<file path="src/rtl/reg_desloc_arb_if.sv">
// Requester-side handshake bundle for reg_desloc_arb.
// master = requester logic, slave = arbiter.
`timescale 1ns/1ps
interface reg_desloc_arb_if #(
  parameter int WIDTH = 4
);
  logic [1:0]       req_valid;
  logic [WIDTH-1:0] req_data0;
  logic [WIDTH-1:0] req_data1;
  logic [1:0]       req_dir;
  logic             abort;
  logic [1:0]       req_ready;
  logic [1:0]       done;

  modport master (
    output req_valid,
    output req_data0,
    output req_data1,
    output req_dir,
    output abort,
    input  req_ready,
    input  done
  );

  modport slave (
    input  req_valid,
    input  req_data0,
    input  req_data1,
    input  req_dir,
    input  abort,
    output req_ready,
    output done
  );
endinterface

</file>
<file path="src/rtl/reg_desloc_arb.sv">
// Two-requester load/shift scheduler for reg_desloc.
// REG_DESLOC_ARB_RR_EN selects round-robin ties; else fixed priority.
`timescale 1ns/1ps
module reg_desloc_arb #(
  parameter  int WIDTH = 4,
  localparam int CW    = $clog2(WIDTH+1)
) (
  input  logic             clk,
  input  logic             reset,
  reg_desloc_arb_if.slave  rq,
  output logic             busy,
  output logic             owner,
  output logic [CW-1:0]    shift_cnt,
  output logic [1:0]       op,
  output logic [WIDTH-1:0] parallel_in
);

  typedef enum logic [1:0] {
    IDLE,
    LOAD,
    SHIFT,
    DONE
  } state_t;

  state_t state;
  state_t state_nx;

  logic       dir_q;
  logic       gnt;
  logic       tie_pick;
  logic       accept;
  logic [1:0] ready;
  logic       last_cnt;

`ifdef REG_DESLOC_ARB_RR_EN
  logic last_gnt;

  always_ff @(posedge clk or posedge reset) begin
    if (reset)
      last_gnt <= 1'b1;
    else if (accept)
      last_gnt <= gnt;
  end

  assign tie_pick = ~last_gnt;
`else
  assign tie_pick = 1'b0;
`endif

  always_comb begin
    gnt = 1'b0;
    unique case (rq.req_valid)
      2'b01:   gnt = 1'b0;
      2'b10:   gnt = 1'b1;
      2'b11:   gnt = tie_pick;
      default: gnt = 1'b0;
    endcase
  end

  always_comb begin
    ready = 2'b00;
    if (state == IDLE)
      ready = rq.req_valid
            & (gnt ? 2'b10 : 2'b01);
  end

  assign accept       = |ready;
  assign rq.req_ready = ready;
  assign last_cnt     =
    (shift_cnt == CW'(WIDTH-1));

  always_ff @(posedge clk or posedge reset) begin
    if (reset)
      state <= IDLE;
    else
      state <= state_nx;
  end

  always_comb begin
    state_nx = state;
    unique case (state)
      IDLE: if (accept) state_nx = LOAD;
      LOAD: state_nx = rq.abort ? IDLE : SHIFT;
      SHIFT: begin
        if (rq.abort)
          state_nx = IDLE;
        else if (last_cnt)
          state_nx = DONE;
      end
      DONE: state_nx = IDLE;
    endcase
  end

  // op/done/busy depend on the registered state only
  always_comb begin
    op      = 2'b00;
    rq.done = 2'b00;
    busy    = 1'b1;
    unique case (1'b1)
      (state == IDLE):  busy = 1'b0;
      (state == LOAD):  op = 2'b11;
      (state == SHIFT): op = dir_q ? 2'b10 : 2'b01;
      (state == DONE):
        rq.done = owner ? 2'b10 : 2'b01;
      default: busy = 1'b0;
    endcase
  end

  always_ff @(posedge clk or posedge reset) begin
    if (reset) begin
      parallel_in <= '0;
      dir_q       <= 1'b0;
      owner       <= 1'b0;
    end else if (accept) begin
      parallel_in <= gnt ? rq.req_data1
                         : rq.req_data0;
      dir_q       <= rq.req_dir[gnt];
      owner       <= gnt;
    end
  end

  always_ff @(posedge clk or posedge reset) begin
    if (reset)
      shift_cnt <= '0;
    else if (state == LOAD)
      shift_cnt <= '0;
    else if (state == SHIFT && !rq.abort)
      shift_cnt <= shift_cnt + 1'b1;
  end

endmodule

</file>
<file path="src/flat_wrapper.sv">
// flat-port wrapper written by rule: the top's interface ports become plain ports
module reg_desloc_arb_flat 
#(
  parameter  int WIDTH = 4,
  localparam int CW    = $clog2(WIDTH+1)
)
  (clk, reset, busy, owner, shift_cnt, op, parallel_in, rq_req_valid, rq_req_data0, rq_req_data1, rq_req_dir, rq_abort, rq_req_ready, rq_done);
  reg_desloc_arb_if #(.WIDTH(WIDTH)) rq_i ();
  input  logic clk;
  input  logic reset;
  output logic busy;
  output logic owner;
  output logic [CW-1:0] shift_cnt;
  output logic [1:0] op;
  output logic [WIDTH-1:0] parallel_in;
  input wire logic [$bits(rq_i.req_valid)-1:0] rq_req_valid;
  input wire logic [$bits(rq_i.req_data0)-1:0] rq_req_data0;
  input wire logic [$bits(rq_i.req_data1)-1:0] rq_req_data1;
  input wire logic [$bits(rq_i.req_dir)-1:0] rq_req_dir;
  input wire logic [$bits(rq_i.abort)-1:0] rq_abort;
  output wire logic [$bits(rq_i.req_ready)-1:0] rq_req_ready;
  output wire logic [$bits(rq_i.done)-1:0] rq_done;
  assign rq_i.req_valid = rq_req_valid;
  assign rq_i.req_data0 = rq_req_data0;
  assign rq_i.req_data1 = rq_req_data1;
  assign rq_i.req_dir = rq_req_dir;
  assign rq_i.abort = rq_abort;
  assign rq_req_ready = rq_i.req_ready;
  assign rq_done = rq_i.done;
  reg_desloc_arb #(.WIDTH(WIDTH)) u_core (.clk(clk), .reset(reset), .rq(rq_i), .busy(busy), .owner(owner), .shift_cnt(shift_cnt), .op(op), .parallel_in(parallel_in));
endmodule
</file>
<file path="config.mk">
export PLATFORM = sky130hd
export DESIGN_NAME = reg_desloc_arb_flat
export DESIGN_NICKNAME = d
export VERILOG_FILES = /design/src/rtl/reg_desloc_arb_if.sv /design/src/rtl/reg_desloc_arb.sv /design/src/flat_wrapper.sv
export SDC_FILE = /design/constraint.sdc
export NUM_CORES = 1
export LEC_CHECK = 0
export CAP_MARGIN = 20
export CORE_UTILIZATION = 40
export CTS_CLUSTER_DIAMETER = 120
export DETAILED_ROUTE_END_ITERATION = 7
export PLACE_DENSITY_LB_ADDON = 0.08
export SLEW_MARGIN = 25
export SYNTH_ARGS = -nofsm -noshare
export SYNTH_HDL_FRONTEND = slang
export SYNTH_SLANG_ARGS = --single-unit
</file>
<file path="constraint.sdc">
create_clock -name clk -period 2 [get_ports clk]
set_clock_uncertainty 0.2 [all_clocks]
set_input_delay 0.5 -clock clk [delete_from_list [all_inputs] [get_ports clk]]
set_output_delay 0.5 -clock clk [all_outputs]
set_load 0.03 [all_outputs]
</file>
==> results.ini <==
[status]
status = finished with violations
failed_checks = negative setup slack

[logic_synthesis]
synth_top_area_share_pct = 41.9
synth_area_leader_cell = dfrtp_1
synth_cell_types = 26
synth_top_family_by_area = simple AND/OR/NAND/NOR gates
ys_seq_elements = 11
synth_simple_gate_area_share_pct = 25.5
yosysWarnings = 0
syn_inst = 68
syn-cell-area_sq_um = 657
synth_area_leaders = dfrtp_1, ha_1, nand3_1
yosys_most_used_dff = dfrtp_1
synth_edf_count = 0
synth_xor_area_share_pct = 1.33
synth_compound_area_share_pct = 11.4
syn-num-nets = 89
yosysSeqAreaShare_pct = 41.9
synthMuxAreaShare_pct = 3.81
synthTopCellsByCount = dfrtp_1, nand3_1, ha_1, inv_1, nand2_1
syn_avg_cell_area_sq_um = 9.66
synth_fa_ha_area_share_pct = 11.4
async_flop_share_pct = 100

[power]
p_leak_nw = 0.562
fin_total_pwr_w = 0.00165
p_per_area_nw_per_um2 = 1500
ir_worst_vdd_mv = 1.15

[timing]
finalCritPeriodShare_pct = 104
finalHoldViolCount = 0
layout_min_cycle_time_ns = 2.08
relSlewSlack_pct = 72.4
tns_ns = -0.205
fin_hold_ws_ns = 0.292
setup_viol = 4
worst_slew_pin_slew_ns = 0.413
grt_setup_unrepaired = true
report.final.slew_viol_count = 0
fmaxAchievable_mhz = 480
setup_ws_ns = -0.0844

[drt]
post_drt_via_cell_ratio = 5.11
drt_pass1_iterations = 4
drt.antenna.violating_nets = 0
drc = 0
vias = 644
drtIter0Drc = 11
drt-wirelength-per-cell_um = 12.5
drt_wl_total_um = 1570

[global_route]
grt_max_degree = 12
antenna_found_initial = 0
grtUsageTotal_pct = 19.5
gr-total-overflow = 0
grt_pass1_wl_um = 2600
grt_pass1_vias = 620

[cts]
root_buffer = clkbuf_4
clkSinkCount = 11
htree_levels = 1
cts_inserted_buffers = 3
clk_path_buf_depth = 2
cts.clk_slew.worst_paths_ns = 0.07
cts_tree = built
clk_latency_ns = 0.26

[critical_path]
required_ns = 1.30
crit_arrival_ns = 1.38
r2r_end = u_core.shift_cnt[2]
start_kind = flip-flop
rr_startpoint = u_core.state[0]
cp_max_fo = 3
cp-endpoint = op[0]
critical_path.startpoint = u_core.state[0]
endpoint_kind = output port
r2r_cells = 8
critPathKind = flip-flop to output port
reg2reg_slack_ns = 0.21

[floorplan]
rows = 14
placeableCoreArea_sq_um = 1520
start_util_pct = 43.1
fp.dieH_um = 42.5
io_pins = 30
dieArea_sq_um = 1810
fp.dieW_um = 42.5

[job]
cap_violations = 0

[place]
dpl_cell_area_sq_um = 997
portBuffers = 29
place.gp.congestion = 0.727
hpwlAfterDp_um = 1240

[final_layout]
num_antenna_cells = 0
postLayoutCellArea_sq_um = 1110
nets = 132
drive_gt1_share_pct = 31.8
area_growth_syn_to_layout_pct = 68.4

[worst_hold_path]
hold_class = flip-flop to flip-flop

## routing by layer
metal | vias up | GRT usage, % | routed length, um
met1 | 292 | 23.3 | 674
li1 | 319 | - | -
met4 | 0 | 8.13 | 10
met5 | - | 0 | 0
met2 | 31 | 32.9 | 774
met3 | 2 | 5.17 | 109
## layout by cell type (no fill, tap or decap), drive strengths merged, types with 4 or more instances in the layout
master / n
nand3: 11
clkdlybuf4s50: 13
inv: 6
clkbuf: 4
nor2b: 5
buf: 17
nor2: 5
ha: 6
nand2: 6
dlygate4sd2: 7
dfrtp: 11
## state kept, by name, summed over array words and instances, names as in the netlist
name and cells:
u_core.state 2, u_core.shift_cnt 3, u_core.dir_q 1, u_core.owner 1, u_core.parallel_in 4
## area by class of cell
| cell class | instances | area, sq um |
|---|---|---|
| clock buffer | 4 | 26.3 |
| fill | 122 | 418 |
| inverter | 6 | 27.5 |
| sequential | 11 | 275 |
| multi-input combinational | 50 | 397 |
| timing repair buffer | 39 | 360 |
| tap | 16 | 20.0 |
## kinds of logic after synthesis
kind of cell / Yosys count
simple gates: 30
flops: 11
compound gates: 11
fa+ha+maj: 6
xor+xnor: 1
mux: 2
buf+inv: 7
## per-stage QoR
step           util (%)  instances  worst slack [ns]
4_1_cts            71.0        124           -0.0986
6_report           72.6        126           -0.0844
3_5_place_dp       65.4        119            -0.163
5_1_grt            72.6        126            -0.130
2_1_floorplan         -         68             0.104
3_3_place_gp       65.4        119            -0.124
## worst max-delay path, stage by stage (launching register included)
cell and delay [ns]:
dfrtp_1 0.37, buf_6 0.14, inv_6 0.04, ha_4 0.15
nor2b_1 0.12, o21a_1 0.17, buf_6 0.13
## worst min-delay path by stage
stage	startpoint	end	slack [ns]	cells after the start
4_1_cts	u_core.parallel_in[3]	u_core.parallel_in[3]	0.30	2
5_1_grt	u_core.parallel_in[3]	u_core.parallel_in[3]	0.32	2
2_1_floorplan	reset	u_core.dir_q	0.15	1
3_5_place_dp	u_core.parallel_in[3]	u_core.parallel_in[3]	0.28	2
3_3_place_gp	u_core.parallel_in[3]	u_core.parallel_in[3]	0.28	2
6_report	u_core.parallel_in[3]	u_core.parallel_in[3]	0.29	2
## power by group
part / switching, W / internal [W] / total, W
Clock: 0.0000702 / 0.0000770 / 0.000147
Combinational: 0.000613 / 0.000513 / 0.00113
Sequential: 0.0000690 / 0.000312 / 0.000381
Total: 0.000752 / 0.000902 / 0.00165
## timing repair
action / CTS / global route
setup buffers: 1 / 2
gates resized for setup: 23 / 10
hold buffers: 0 / 0
setup endpoints to repair: 11 / 8
No activity file was read; power rests on OpenSTA's default activity.
==> RTL edit 1, RTL diff (same settings) <==
`WIDTH` is set to 4 in 3 places; all go to 8.
--- a/src/rtl/reg_desloc_arb_if.sv
+++ b/src/rtl/reg_desloc_arb_if.sv
@@ -2,7 +2,7 @@
 // master = requester logic, slave = arbiter.
 `timescale 1ns/1ps
 interface reg_desloc_arb_if #(
-  parameter int WIDTH = 4
+  parameter int WIDTH = 8
 );
   logic [1:0]       req_valid;
   logic [WIDTH-1:0] req_data0;
--- a/src/rtl/reg_desloc_arb.sv
+++ b/src/rtl/reg_desloc_arb.sv
@@ -2,7 +2,7 @@
 // REG_DESLOC_ARB_RR_EN selects round-robin ties; else fixed priority.
 `timescale 1ns/1ps
 module reg_desloc_arb #(
-  parameter  int WIDTH = 4,
+  parameter  int WIDTH = 8,
   localparam int CW    = $clog2(WIDTH+1)
 ) (
   input  logic             clk,
--- a/src/flat_wrapper.sv
+++ b/src/flat_wrapper.sv
@@ -1,7 +1,7 @@
 // flat-port wrapper written by rule: the top's interface ports become plain ports
 module reg_desloc_arb_flat 
 #(
-  parameter  int WIDTH = 4,
+  parameter  int WIDTH = 8,
   localparam int CW    = $clog2(WIDTH+1)
 )
   (clk, reset, busy, owner, shift_cnt, op, parallel_in, rq_req_valid, rq_req_data0, rq_req_data1, rq_req_dir, rq_abort, rq_req_ready, rq_done);
Interface: changed (resized parallel_in, rq_req_data0, rq_req_data1 and shift_cnt); port bits go from 30 to 43. The function was not compared with the original's and may differ.
==> RTL edit 1 against the unedited design <==
The run still ends with negative setup slack left; total power rose by 34%; sequential share of layout area rose by 1.1 points; setup slack got worse by 0.047 ns; routed wire length rose by 52%; cell area rose by 39%; sequential cell count rose by 5; area after synthesis rose by 30%; combinational power rose by 33%; clock power rose by 13%; largest cell class is now non-clock buffers.
==> RTL edit 1: results (changes against the unedited design) <==
| Metric | Value |
|---|---|
| Max rail drop VDD | `0.898 mV (was 1.15 mV)` |
| Min-delay src | `u_core.parallel_in[6] (was u_core.parallel_in[3])` |
| Setup slack after layout | `-0.131 ns (was -0.0844 ns)` |
| Portion of the post-synthesis area used by sequential elements | `46.9% (was 41.9%)` |
| Least-Margin Pin Slew | `0.632 ns (was 0.413 ns)` |
| Vias in the first global route | `871 (was 620)` |
| Synthesized instance count | `87 (was 68)` |
| Non-clock buffer area fraction after layout | `36.7% (was 32.6%)` |
| Setup slack of the most critical reg-to-reg path | `0.13 ns (was 0.21 ns)` |
| Number of nets in the layout | `179 (was 132)` |
| Setup TNS Final | `-0.622 ns (was -0.205 ns)` |
| Final-report setup violation count | `6 (was 4)` |
| Synth Cell Area | `855 um^2 (was 657 um^2)` |
| Weighted congestion at the end of routability-driven global placement | `0.734 (was 0.727)` |
| Area after detailed placement | `1380 um^2 (was 997 um^2)` |
| Initial DRT Pass Iterations | `2 (was 4)` |
| Critical register-to-register path endpoint | `u_core.state[1] (was u_core.shift_cnt[2])` |
| Via count | `891 (was 644)` |
| Fraction of final layout cells with drive strength greater than 1 | `30.9% (was 31.8%)` |
| Top flop regs | `u_core.parallel_in: 8 flops, u_core.shift_cnt: 4 flops, u_core.state: 2 flops (was u_core.parallel_in: 4 flops, u_core.shift_cnt: 3 flops, u_core.state: 2 flops)` |
| Crit-path max cell delay | `0.40 ns (was 0.37 ns)` |
| DP Wirelength | `1670 um (was 1240 um)` |
| Clock distribution area overhead in the final layout | `1.46% (was 2.38%)` |
| Multi-input logic cell count | `63 (was 50)` |
| Result of the run | `complete, but fails checks (unchanged)` |
| Pleak | `0.739 nW (was 0.562 nW)` |
| Number of cells in the design after placement | `166 (was 119)` |
| Global routing usage summed across all routing layers | `23.0% (was 19.5%)` |
| Leading post-synthesis cells by instance count | `sky130_fd_sc_hd__dfrtp_1 (16), sky130_fd_sc_hd__a22oi_1 (9), sky130_fd_sc_hd__nand2_1 (9) (was sky130_fd_sc_hd__dfrtp_1 (11), sky130_fd_sc_hd__nand3_1 (11), sky130_fd_sc_hd__ha_1 (6), sky130_fd_sc_hd__inv_1 (6), sky130_fd_sc_hd__nand2_1 (6))` |
| Hold_ws | `0.284 ns (was 0.292 ns)` |
| Number of flip-flops and latches | `16 (was 11)` |
| Violated checks | `negative setup slack (unchanged)` |
| Share of the final layout cell area in sequential cells | `26.0% (was 24.9%)` |
| Setup repair bufs after CTS | `5 (was 1)` |
## RTL edit 1: where the power goes
| part | leakage, nW | internal [W] | switching (W) |
|---|---|---|---|
| clock network | 0.0138 | 0.0000696 | 0.0000961 |
| registers | 0.205 | 0.000450 | 0.0000912 |
| logic | 0.521 | 0.000684 | 0.000819 |
## RTL edit 1: logic make-up after synthesis
| group | count (synthesis) | synth area share [%] |
|---|---|---|
| xor gates and xnor gates | 2 | 2.05 |
| buffers and inverters | 8 | 3.80 |
| and+or+nand+nor | 28 | 17.3 |
| muxes | 2 | 2.93 |
| DFF | 16 | 46.9 |
| adders and majority gates | 5 | 7.32 |
| AOI/OAI and AO/OA | 26 | 19.8 |
## RTL edit 1: metal layers
| metal | global-route usage [%] | wire [um] |
|---|---|---|
| met5 | 0 | 0 |
| met1 | 25.6 | 975 |
| met4 | 10.0 | 10 |
| met2 | 41.9 | 1320 |
| met3 | 4.81 | 83 |
==> RTL edit 2, RTL diff (same settings) <==
Made on the original files. Put one more register stage on the output `shift_cnt`, with the module's reset. The value now appears one clock later. The other outputs are not delayed to match.
--- a/src/rtl/reg_desloc_arb.sv
+++ b/src/rtl/reg_desloc_arb.sv
@@ -21,6 +21,8 @@
     SHIFT,
     DONE
   } state_t;
+
+  logic [CW-1:0] shift_cnt_s0;
 
   state_t state;
   state_t state_nx;
@@ -67,7 +69,7 @@
   assign accept       = |ready;
   assign rq.req_ready = ready;
   assign last_cnt     =
-    (shift_cnt == CW'(WIDTH-1));
+    (shift_cnt_s0 == CW'(WIDTH-1));
 
   always_ff @(posedge clk or posedge reset) begin
     if (reset)
@@ -121,11 +123,19 @@
 
   always_ff @(posedge clk or posedge reset) begin
     if (reset)
+      shift_cnt_s0 <= '0;
+    else if (state == LOAD)
+      shift_cnt_s0 <= '0;
+    else if (state == SHIFT && !rq.abort)
+      shift_cnt_s0 <= shift_cnt_s0 + 1'b1;
+  end
+
+  always_ff @(posedge clk or posedge reset) begin
+    if (reset) begin
       shift_cnt <= '0;
-    else if (state == LOAD)
-      shift_cnt <= '0;
-    else if (state == SHIFT && !rq.abort)
-      shift_cnt <= shift_cnt + 1'b1;
+    end else begin
+      shift_cnt <= shift_cnt_s0;
+    end
   end
 
 endmodule
Formal check against the unedited RTL: not equivalent (Yosys sat finds a counterexample within 4 cycles, from zero or initial values and one cycle with reset high).
==> RTL edit 2 against the unedited design <==
The flow still finishes with violations (negative setup slack); core utilization up 6.9 points; first-iteration DRC count decreased by 18%; area after synthesis grew 7.2%; critical path type unchanged; critical path depth stayed put; die area rose by 6.9%; cell area grew 13%; largest cell class is now non-clock buffers; combinational power rose by 14%; total power rose by 19%; fmax down 2.5%; routed wire length increased by 17%; setup slack worse by 0.053 ns; non-clock buffer count is 8 higher; sequential cell count increased by 3.
==> RTL edit 2: results (changes against the unedited design) <==
| Metric | Value |
|---|---|
| Pleak | `0.671 nW (was 0.562 nW)` |
| Area after detailed placement | `1080 um^2 (was 997 um^2)` |
| Setup slack after layout | `-0.137 ns (was -0.0844 ns)` |
| Number of cells in the design after placement | `123 (was 119)` |
| Synthesized-area fraction occupied by adder cells | `10.7% (was 11.4%)` |
| Setup slack of the most critical reg-to-reg path | `0.35 ns (was 0.21 ns)` |
| Headroom to the max-slew limit | `63.9% (was 72.4%)` |
| Critical register-to-register path endpoint | `u_core.shift_cnt_s0[1] (was u_core.shift_cnt[2])` |
| Global routing usage summed across all routing layers | `22.4% (was 19.5%)` |
| Setup TNS Final | `-0.341 ns (was -0.205 ns)` |
| Fraction of synthesized cell area in xor and xnor cells | `1.24% (was 1.33%)` |
| Violated checks | `negative setup slack (unchanged)` |
| Net count after synthesis | `88 (was 89)` |
| Depth of the worst register-to-register path | `7 (was 8)` |
| Mean Syn Cell Area | `10.5 um^2 (was 9.66 um^2)` |
| Top flop regs | `u_core.parallel_in: 4 flops, u_core.shift_cnt: 3 flops, u_core.shift_cnt_s0: 3 flops (was u_core.parallel_in: 4 flops, u_core.shift_cnt: 3 flops, u_core.state: 2 flops)` |
| Proportion of synthesized area in mux cells | `1.42% (was 3.81%)` |
| Number of stages on the worst hold path | `0 (was 2)` |
| DP Wirelength | `1250 um (was 1240 um)` |
| Dominant cells by area after synthesis | `sky130_fd_sc_hd__dfrtp_1 (50%), sky130_fd_sc_hd__ha_1 (11%), sky130_fd_sc_hd__a32oi_1 (6.2%) (was sky130_fd_sc_hd__dfrtp_1 (42%), sky130_fd_sc_hd__ha_1 (11%), sky130_fd_sc_hd__nand3_1 (8.4%))` |
| First-pass GRT wire length | `3040 um (was 2600 um)` |
| Fraction of final layout cells with drive strength greater than 1 | `36.8% (was 31.8%)` |
| Weighted congestion at the end of routability-driven global placement | `0.733 (was 0.727)` |
| Result of the run | `complete, but fails checks (unchanged)` |
| Min-delay src | `u_core.shift_cnt_s0[2] (was u_core.parallel_in[3])` |
| Max rail drop VDD | `1.04 mV (was 1.15 mV)` |
| Largest net degree at the start of global routing | `15 (was 12)` |
| Endpoint of the worst hold-timing path | `u_core.shift_cnt[2] (was u_core.parallel_in[3])` |
| Fill count | `110 (was 122)` |
| Number of nets in the layout | `139 (was 132)` |
| Final-report setup violation count | `6 (was 4)` |
| Vias in the first global route | `687 (was 620)` |
| Final Instance Count excl. Fillers | `133 (was 126)` |
| Arrival time of data at the critical path endpoint | `1.44 ns (was 1.38 ns)` |
RTL edit 2: changes by cell type in the layout (fill, tap and decap cells not counted), moves of 2 or more:
cell                      change
sky130_fd_sc_hd__a32oi_1      +4
sky130_fd_sc_hd__buf_4        +7
sky130_fd_sc_hd__dfrtp_1      +3
sky130_fd_sc_hd__nand2_1      +5
sky130_fd_sc_hd__nand3_1     -11
sky130_fd_sc_hd__o21ai_0      -2
RTL edit 2: cell families (layout without fill, tap and decap cells):
kind of cell               after synthesis  after routing
and+or+nand+nor                         24             24
buffers and inverters                    7             57
AOI/OAI and AO/OA                       14             14
muxes                                    1              1
xor gates and xnor gates                 1              1
DFF                                     14             14
adders and majority gates                6              6
RTL edit 2: area by class of cell:
type | count | area [um^2] | area share [%]
multi-input cells | 46 | 387 | 30.9
clock buffers | 4 | 36.3 | 2.90
flip-flops and latches | 14 | 350 | 28.0
repair buffers | 47 | 427 | 34.1
inverters | 6 | 32.5 | 2.60
well taps | 16 | 20.0 | 1.60
RTL edit 2: what timing repair did:
action / in CTS / in global routing
gates resized for setup: 26 / 14
pin swaps: 1 / 3
endpoints found under the setup margin: 11 / 9
setup buffers: 3 / 3
RTL edit 2: power by group:
| part | internal [W] | leakage (nW) | switching, W |
|---|---|---|---|
| sequential | 0.000392 | 0.182 | 0.0000728 |
| clock | 0.000111 | 0.0210 | 0.0000974 |
| combinational | 0.000610 | 0.467 | 0.000681 |
RTL edit 2: metal layers:
layer	up-vias	wire, um	track usage, %
li1	330	-	-
met4	0	15	9.09
met1	323	777	28.3
met2	15	977	36.4
met3	2	68	6.25
met5	-	0	0
RTL edit 2: worst register-to-register path, delay by kind of cell, from the launching register on:
kind	cells	cell delay (ns)
buffers and inverters	3	0.31
and+or+nand+nor	2	0.28
adders and majority gates	1	0.14
DFF	1	0.40
muxes	1	0.22
